===== src/rtl/ram64_arbiter_if.sv =====
`default_nettype none
// ---------------------------------------------------------------------------
// Module   : ram64_arbiter_if
// Brief    : Requester A/B handshake buses plus the RAM64 pin bundle.
// Revision : 1.0
// ---------------------------------------------------------------------------
interface ram64_arbiter_if;
    logic        a_req;
    logic        a_we;
    logic [5:0]  a_addr;
    logic [15:0] a_wdata;
    logic        a_ack;
    logic [15:0] a_rdata;
    logic        b_req;
    logic        b_we;
    logic [5:0]  b_addr;
    logic [15:0] b_wdata;
    logic        b_ack;
    logic [15:0] b_rdata;
    logic        busy;
    logic [15:0] ram_in;
    logic [5:0]  ram_address;
    logic        ram_load;
    logic [15:0] ram_out;

    // The arbiter serves requests, so it takes the slave side.
    modport slave (
        input  a_req, a_we, a_addr, a_wdata,
        input  b_req, b_we, b_addr, b_wdata,
        input  ram_out,
        output a_ack, a_rdata, b_ack, b_rdata,
        output busy, ram_in, ram_address, ram_load
    );

    modport master (
        output a_req, a_we, a_addr, a_wdata,
        output b_req, b_we, b_addr, b_wdata,
        output ram_out,
        input  a_ack, a_rdata, b_ack, b_rdata,
        input  busy, ram_in, ram_address, ram_load
    );
endinterface
`default_nettype wire


===== src/rtl/ram64_arbiter.sv =====
`default_nettype none
// ---------------------------------------------------------------------------
// Module   : ram64_arbiter
// Brief    : Round-robin req/ack arbiter sharing one RAM64 between A and B,
//            with an optional 64-word clear sweep after reset.
// Revision : 1.0
// ---------------------------------------------------------------------------
module ram64_arbiter #(
    parameter bit          CLEAR_ON_RESET = 1'b1,
    parameter logic [15:0] CLEAR_VALUE    = 16'h0000
) (
    input  wire logic      clk,
    input  wire logic      reset,
    ram64_arbiter_if.slave bus
);

    typedef enum logic [1:0] {
        S_CLEAR  = 2'd0,
        S_IDLE   = 2'd1,
        S_ACCESS = 2'd2,
        S_RESP   = 2'd3
    } state_t;

    localparam logic c_owner_a = 1'b0;
    localparam logic c_owner_b = 1'b1;

    state_t      r_state;
    state_t      w_next_state;
    logic [5:0]  r_clr_cnt;
    logic        r_last_grant;
    logic        r_owner;
    logic        r_we;
    logic [5:0]  r_addr;
    logic [15:0] r_wdata;
    logic        r_a_ack;
    logic        r_b_ack;
    logic [15:0] r_a_rdata;
    logic [15:0] r_b_rdata;

    logic        w_grant_valid;
    logic        w_grant;
    logic        w_busy;
    logic [15:0] w_ram_in;
    logic [5:0]  w_ram_address;
    logic        w_ram_load;

    always_comb begin
        w_grant_valid = bus.a_req | bus.b_req;
        // B wins when alone, or on a tie when A held the previous grant.
        w_grant       = bus.b_req & (~bus.a_req | (r_last_grant == c_owner_a));
        w_next_state  = r_state;
        w_busy        = 1'b0;
        w_ram_in      = 16'h0000;
        w_ram_address = 6'd0;
        w_ram_load    = 1'b0;
        case (r_state)
            S_CLEAR: begin
                w_busy        = 1'b1;
                w_ram_address = r_clr_cnt;
                w_ram_in      = CLEAR_VALUE;
                w_ram_load    = 1'b1;
                if (r_clr_cnt == 6'd63) begin
                    w_next_state = S_IDLE;
                end
            end
            S_IDLE: begin
                if (w_grant_valid) begin
                    w_next_state = S_ACCESS;
                end
            end
            S_ACCESS: begin
                w_ram_address = r_addr;
                w_ram_in      = r_wdata;
                w_ram_load    = r_we;
                w_next_state  = S_RESP;
            end
            S_RESP: begin
                w_next_state = S_IDLE;
            end
            default: begin
                w_next_state = S_IDLE;
            end
        endcase
    end

    always_ff @(posedge clk) begin
        if (reset) begin
            r_state      <= CLEAR_ON_RESET ? S_CLEAR : S_IDLE;
            r_clr_cnt    <= 6'd0;
            r_last_grant <= c_owner_b;
            r_owner      <= c_owner_a;
            r_we         <= 1'b0;
            r_addr       <= 6'd0;
            r_wdata      <= 16'h0000;
            r_a_ack      <= 1'b0;
            r_b_ack      <= 1'b0;
            r_a_rdata    <= 16'h0000;
            r_b_rdata    <= 16'h0000;
        end else begin
            r_state <= w_next_state;
            r_a_ack <= 1'b0;
            r_b_ack <= 1'b0;
            case (r_state)
                S_CLEAR: begin
                    r_clr_cnt <= r_clr_cnt + 6'd1;
                end
                S_IDLE: begin
                    if (w_grant_valid) begin
                        r_owner      <= w_grant;
                        r_last_grant <= w_grant;
                        r_we         <= w_grant ? bus.b_we    : bus.a_we;
                        r_addr       <= w_grant ? bus.b_addr  : bus.a_addr;
                        r_wdata      <= w_grant ? bus.b_wdata : bus.a_wdata;
                    end
                end
                S_ACCESS: begin
                    // Ack is registered here so it is high during RESP.
                    if (r_owner == c_owner_b) begin
                        r_b_ack <= 1'b1;
                        if (!r_we) begin
                            r_b_rdata <= bus.ram_out;
                        end
                    end else begin
                        r_a_ack <= 1'b1;
                        if (!r_we) begin
                            r_a_rdata <= bus.ram_out;
                        end
                    end
                end
                default: begin
                end
            endcase
        end
    end

    assign bus.a_ack       = r_a_ack;
    assign bus.b_ack       = r_b_ack;
    assign bus.a_rdata     = r_a_rdata;
    assign bus.b_rdata     = r_b_rdata;
    assign bus.busy        = w_busy;
    assign bus.ram_in      = w_ram_in;
    assign bus.ram_address = w_ram_address;
    assign bus.ram_load    = w_ram_load & ~reset;

endmodule
`default_nettype wire

===== src/flat_wrapper.sv =====
// flat-port wrapper written by rule: the top's interface ports become plain ports
module ram64_arbiter_flat 
#(
    parameter bit          CLEAR_ON_RESET = 1'b1,
    parameter logic [15:0] CLEAR_VALUE    = 16'h0000
)
  (clk, reset, bus_a_req, bus_a_we, bus_a_addr, bus_a_wdata, bus_b_req, bus_b_we, bus_b_addr, bus_b_wdata, bus_ram_out, bus_a_ack, bus_a_rdata, bus_b_ack, bus_b_rdata, bus_busy, bus_ram_in, bus_ram_address, bus_ram_load);
  ram64_arbiter_if bus_i ();
  input  wire logic clk;
  input  wire logic reset;
  input wire logic [$bits(bus_i.a_req)-1:0] bus_a_req;
  input wire logic [$bits(bus_i.a_we)-1:0] bus_a_we;
  input wire logic [$bits(bus_i.a_addr)-1:0] bus_a_addr;
  input wire logic [$bits(bus_i.a_wdata)-1:0] bus_a_wdata;
  input wire logic [$bits(bus_i.b_req)-1:0] bus_b_req;
  input wire logic [$bits(bus_i.b_we)-1:0] bus_b_we;
  input wire logic [$bits(bus_i.b_addr)-1:0] bus_b_addr;
  input wire logic [$bits(bus_i.b_wdata)-1:0] bus_b_wdata;
  input wire logic [$bits(bus_i.ram_out)-1:0] bus_ram_out;
  output wire logic [$bits(bus_i.a_ack)-1:0] bus_a_ack;
  output wire logic [$bits(bus_i.a_rdata)-1:0] bus_a_rdata;
  output wire logic [$bits(bus_i.b_ack)-1:0] bus_b_ack;
  output wire logic [$bits(bus_i.b_rdata)-1:0] bus_b_rdata;
  output wire logic [$bits(bus_i.busy)-1:0] bus_busy;
  output wire logic [$bits(bus_i.ram_in)-1:0] bus_ram_in;
  output wire logic [$bits(bus_i.ram_address)-1:0] bus_ram_address;
  output wire logic [$bits(bus_i.ram_load)-1:0] bus_ram_load;
  assign bus_i.a_req = bus_a_req;
  assign bus_i.a_we = bus_a_we;
  assign bus_i.a_addr = bus_a_addr;
  assign bus_i.a_wdata = bus_a_wdata;
  assign bus_i.b_req = bus_b_req;
  assign bus_i.b_we = bus_b_we;
  assign bus_i.b_addr = bus_b_addr;
  assign bus_i.b_wdata = bus_b_wdata;
  assign bus_i.ram_out = bus_ram_out;
  assign bus_a_ack = bus_i.a_ack;
  assign bus_a_rdata = bus_i.a_rdata;
  assign bus_b_ack = bus_i.b_ack;
  assign bus_b_rdata = bus_i.b_rdata;
  assign bus_busy = bus_i.busy;
  assign bus_ram_in = bus_i.ram_in;
  assign bus_ram_address = bus_i.ram_address;
  assign bus_ram_load = bus_i.ram_load;
  ram64_arbiter #(.CLEAR_ON_RESET(CLEAR_ON_RESET), .CLEAR_VALUE(CLEAR_VALUE)) u_core (.clk(clk), .reset(reset), .bus(bus_i));
endmodule

===== config.mk =====
export PLATFORM = sky130hd
export DESIGN_NAME = ram64_arbiter_flat
export DESIGN_NICKNAME = d
export VERILOG_FILES = /design/src/rtl/ram64_arbiter_if.sv /design/src/rtl/ram64_arbiter.sv /design/src/flat_wrapper.sv
export SDC_FILE = /design/constraint.sdc
export NUM_CORES = 1
export LEC_CHECK = 0
export CORE_MARGIN = 1.5
export CORE_UTILIZATION = 46
export CTS_BUF_LIST = sky130_fd_sc_hd__clkbuf_8 sky130_fd_sc_hd__clkbuf_16
export DETAILED_ROUTE_END_ITERATION = 10
export HOLD_SLACK_MARGIN = 0.02
export PLACE_DENSITY = 0.91
export SETUP_SLACK_MARGIN = 0.5
export SLEW_MARGIN = 20
export SYNTH_ARGS = -nofsm -noshare
export SYNTH_HDL_FRONTEND = slang
export SYNTH_SLANG_ARGS = --single-unit

===== constraint.sdc =====
create_clock -name clk -period 3.7 [get_ports clk]
set_input_delay 0.74 -clock clk [delete_from_list [all_inputs] [get_ports clk]]
set_output_delay 0.74 -clock clk [all_outputs]
set_load 0.1 [all_outputs]

==> run summary <==
The number of DRC markers after the initial detailed-route iteration came out at 99. The worst setup path is captured at a primary output. The root buffer cell chosen for the clock tree is clkbuf_8.

Counting distinct cell types in the post-synthesis netlist gives 41. The largest total area in the synthesized netlist belongs to dfxtp_1. The proportion of synthesized flip-flops having asynchronous set or reset came out at 0. The number of buffers on the longest clock path is 2.

Cell internal power was estimated by the tool at around 0.0011 W. For this design the ratio of total power to cell area is 345 nW/um2. The number of flops mapped to enable cells by yosys is 0. By area, the combinational part of the netlist is dominated by simple AND/OR/NAND/NOR gates. TritonCTS built the clock tree. The clock transition at the registers of the reported paths came out at 70 ps. The final-report hold violation count is 0. The data required time of the worst path came out at 2960 ps. The switching part of the total power came out at 0.241.

The net switching power figure came out at around 0.00036 W. For this run, the register share of the synthesized area comes to 0.442. The post-detailed-route DRC marker count is 0. The slowest stage of the critical path is the ha_1 cell. The path class of the tightest hold or removal check is register to register. The die covers approximately 7100 um2.

In this design, the largest share of critical-path delay is due to simple AND/OR/NAND/NOR gates. The number of placement rows came out at 29. After the last flow step, the layout net total stands at around 520. Counting the buffers created by CTS gives 9. The count of antenna-violating nets left after detailed routing is 0. The data arrival time at the worst-slack endpoint came out at between 2000 and 2500 ps. Buffers inserted to repair hold after CTS numbered 0.

The pin slew with the least headroom to its limit is 999 ps. The number of vias per cell after detailed routing came out at approximately 5.2. The combined buffer and inverter count along the critical path is 2. The via count of the first global-routing pass was between 2,000 and 3,000.

The insertion delay of the later-clocked pin in the worst-skew pair is about 340 ps. The instance count of the mapped netlist came out at roughly 330. The largest net degree at the start of global routing is 70. The total iterations of the first detailed-routing run came out at 4. After synthesis the netlist holds a flip-flop and latch count of 67. From left edge to right edge, the die measures 84.2 um.

The buffer count from post-CTS setup fixing is 0. The fraction of layout cells with a size suffix above 1 came out at 0.167. Post-CTS repair changed the size of 0 cells.

The total congestion overflow came out at 0. The level count of the clock H-tree came out at 3. The relative slew slack is 0.332. Counting every net in the synthesized netlist gives 407. In this run the standard cell core region covers approximately 6300 um2. The starting density of the core is 0.478. In the finished design, the share of the clock period the worst path needs comes to 0.775. The count of buffers from port buffering is around 120. The count of clock tree sinks came out at 67. The number of antenna violations at the first check in global routing came out at 0. The fraction of the mapped netlist area in simple logic gates is 0.206. The growth of design area from synthesis to finish came out at 43.3%.

The setup-violating endpoint count in the final report is 0. The flow ran to the end, and the final reports show no timing, DRC or antenna violations. The xor-xnor portion of the synthesized cell area is 0.0116. The time the worst path needs with I/O delays and setup is ~2900 ps. After synthesis, the most frequently instantiated cells are 67 x dfxtp_1, 57 x nand2_1, 33 x nor2_1, 26 x a21oi_1, 25 x mux2i_1. The combinational group share of total power came out at 0.103.

The number of pins with negative max-slew slack in the final report came to 0. The worst setup slack after layout is 834 ps. Setup repair after global routing left no endpoint under its margin. Summed over all nets, the half-perimeter wirelength after detailed placement is 5410 um. The critical path goes through inv_1 > ha_1 > nor2_1 > nor2b_1 > a22o_2 > buf_4. Between clock sinks in the finished design, the worst skew comes to ~6.4 ps. The dominant synthesized flop cell is dfxtp_1. Routability-driven placement finished with a final weighted congestion of just over 0.8. The count of antenna diodes in the layout is 0.

The fraction of power consumed by the clock network came out at 0.412. The post-synthesis mux area share came out at 0.0862. The first global-routing pass estimated roughly 13,000 um of wire. Detailed routing inserted a total of roughly 2,700 vias.

The static leakage came out at between 1.5 and 2 nW. The final sum of negative setup slack came out at 0 ps. The total wire length is roughly 7600 um. The vertical die dimension came out at around 84 um. The total number of yosys warnings came out at 0. VDD sags by at most 0.400 mV. The final routed wire length divided by cell count is between 10 and 15 um. The share of the synthesized area in the top cell type is 0.442. The highest net fanout along the worst path came out at 8. The top achievable clock speed is 349 MHz. The area of the mapped netlist came out at 3030 um2.

The final-layout fill cell count is 489. The synthesized-area fraction occupied by ao, oa, aoi and oai cells came out at 0.163. The tool flagged a number of max-cap violations equal to 0. The total routing resource utilization after global routing came out at 0.220. between 100 and 150 I/O pins were placed. Of the total synthesized cell area, the portion taken by full adders, half adders and majority gates is 0.0289. Ranked by total cell area, the synthesized netlist is headed by dfxtp_1 44%, mux2i_1 8.3%, nand2_1 7.1%, a211oi_1 5.7%, a21oi_1 4.3%. The share of total power dissipated in sequential elements is 0.485.

The worst setup path is launched from a register. The critical path's largest stage delay is approximately 340 ps. The setup slack at placement came out at 993 ps. Among all cell types in the netlist, the one instantiated most often is dfxtp_1.

By startpoint and endpoint, the worst setup path is classified as register to primary output. The average size of a mapped cell is around 9.1 um2.
==> layer usage <==
metal,global-route usage,up-vias,part of all wire
met4,0.0611,0,0.0074
met5,0,-,0
met1,0.253,1260,0.41
met2,0.390,107,0.50
met3,0.0728,6,0.078
li1,-,1360,-
==> cell usage in the layout, fill, tap and decap left out, types with 3 or more instances in the layout <==
master           synthesis  final
a21oi_2                 10     10
a22o_2                   0      5
nor2_1                  33     32
dfxtp_1                 67     67
clkdlybuf4s50_1          0     98
nand2b_1                 3      3
mux2i_1                 25     25
clkbuf_8                 0     10
and2_1                  16     16
buf_4                    3     25
nand2_1                 57     57
xor2_1                   3      3
a21oi_1                 26     26
ha_1                     7      7
nand2_2                  9      9
a211oi_1                23     23
==> per-stage QoR <==
step                 util  cells  instance area [um2]  total power, W  hold WS (ps)
floorplan               -    334                 3050        0.000818           471
global placement    0.653    510                 4150        0.000896           442
detailed placement  0.653    510                 4150        0.000898           446
CTS                 0.685    526                 4350         0.00151           456
global route        0.685    526                 4350         0.00155           477
finish              0.685    526                 4350         0.00150           457
==> flip-flops by register name, indices dropped and copies added, names as in the netlist <==
register	count
u_core.r_we	1
u_core.r_clr_cnt	6
u_core.bus.b_rdata	16
u_core.bus.b_ack	1
u_core.r_owner	1
u_core.bus.a_rdata	16
u_core.r_addr	6
u_core.r_state	2
u_core.r_last_grant	1
u_core.r_wdata	16
u_core.bus.a_ack	1
==> power groups by stage <==
stage	clock network (W)	registers, W	logic (W)
finish	0.000617	0.000727	0.000154
global route	0.000661	0.000727	0.000164
CTS	0.000625	0.000727	0.000155
detailed placement	0	0.000744	0.000154
global placement	0	0.000744	0.000152
floorplan	0	0.000743	0.0000750
==> worst paths after layout <==
kind / start / endpoint / slack [ps] / depth (start not counted)
max reg2reg: u_core.r_state[0] / u_core.bus.b_rdata[1] / 1480 / 5
min reg2reg: u_core.bus.b_rdata[10] / u_core.bus.b_rdata[10] / 460 / 2
max: u_core.r_state[0] / bus_ram_address[2] / 830 / 6
min: u_core.bus.b_rdata[10] / u_core.bus.b_rdata[10] / 460 / 2
==> cell type report <==
type	count	area (um2)	share of cell area
Timing Repair Buffer	124	1170	0.270
Tap cell	77	96.3	0.0222
Inverter	2	7.51	0.00173
Multi-Input combinational cell	240	1530	0.351
Sequential cell	67	1340	0.309
Clock inverter	6	63.8	0.0147
Clock buffer	10	138	0.0317
==> worst register-to-register path, cell delays in order, from the launching register on <==
cell and delay [ps]:
dfxtp_1 330, inv_1 150, ha_1 590, nand3b_1 640
nand2_1 270, a21oi_1 90
==> cell families after synthesis <==
| family | Yosys count |
|---|---|
| simple gates | 132 |
| compound gates | 71 |
| xor+xnor | 4 |
| buf+inv | 27 |
| flops | 67 |
| mux | 26 |
| fa+ha+maj | 7 |
Note: power is estimated with default switching activity, not from simulation.
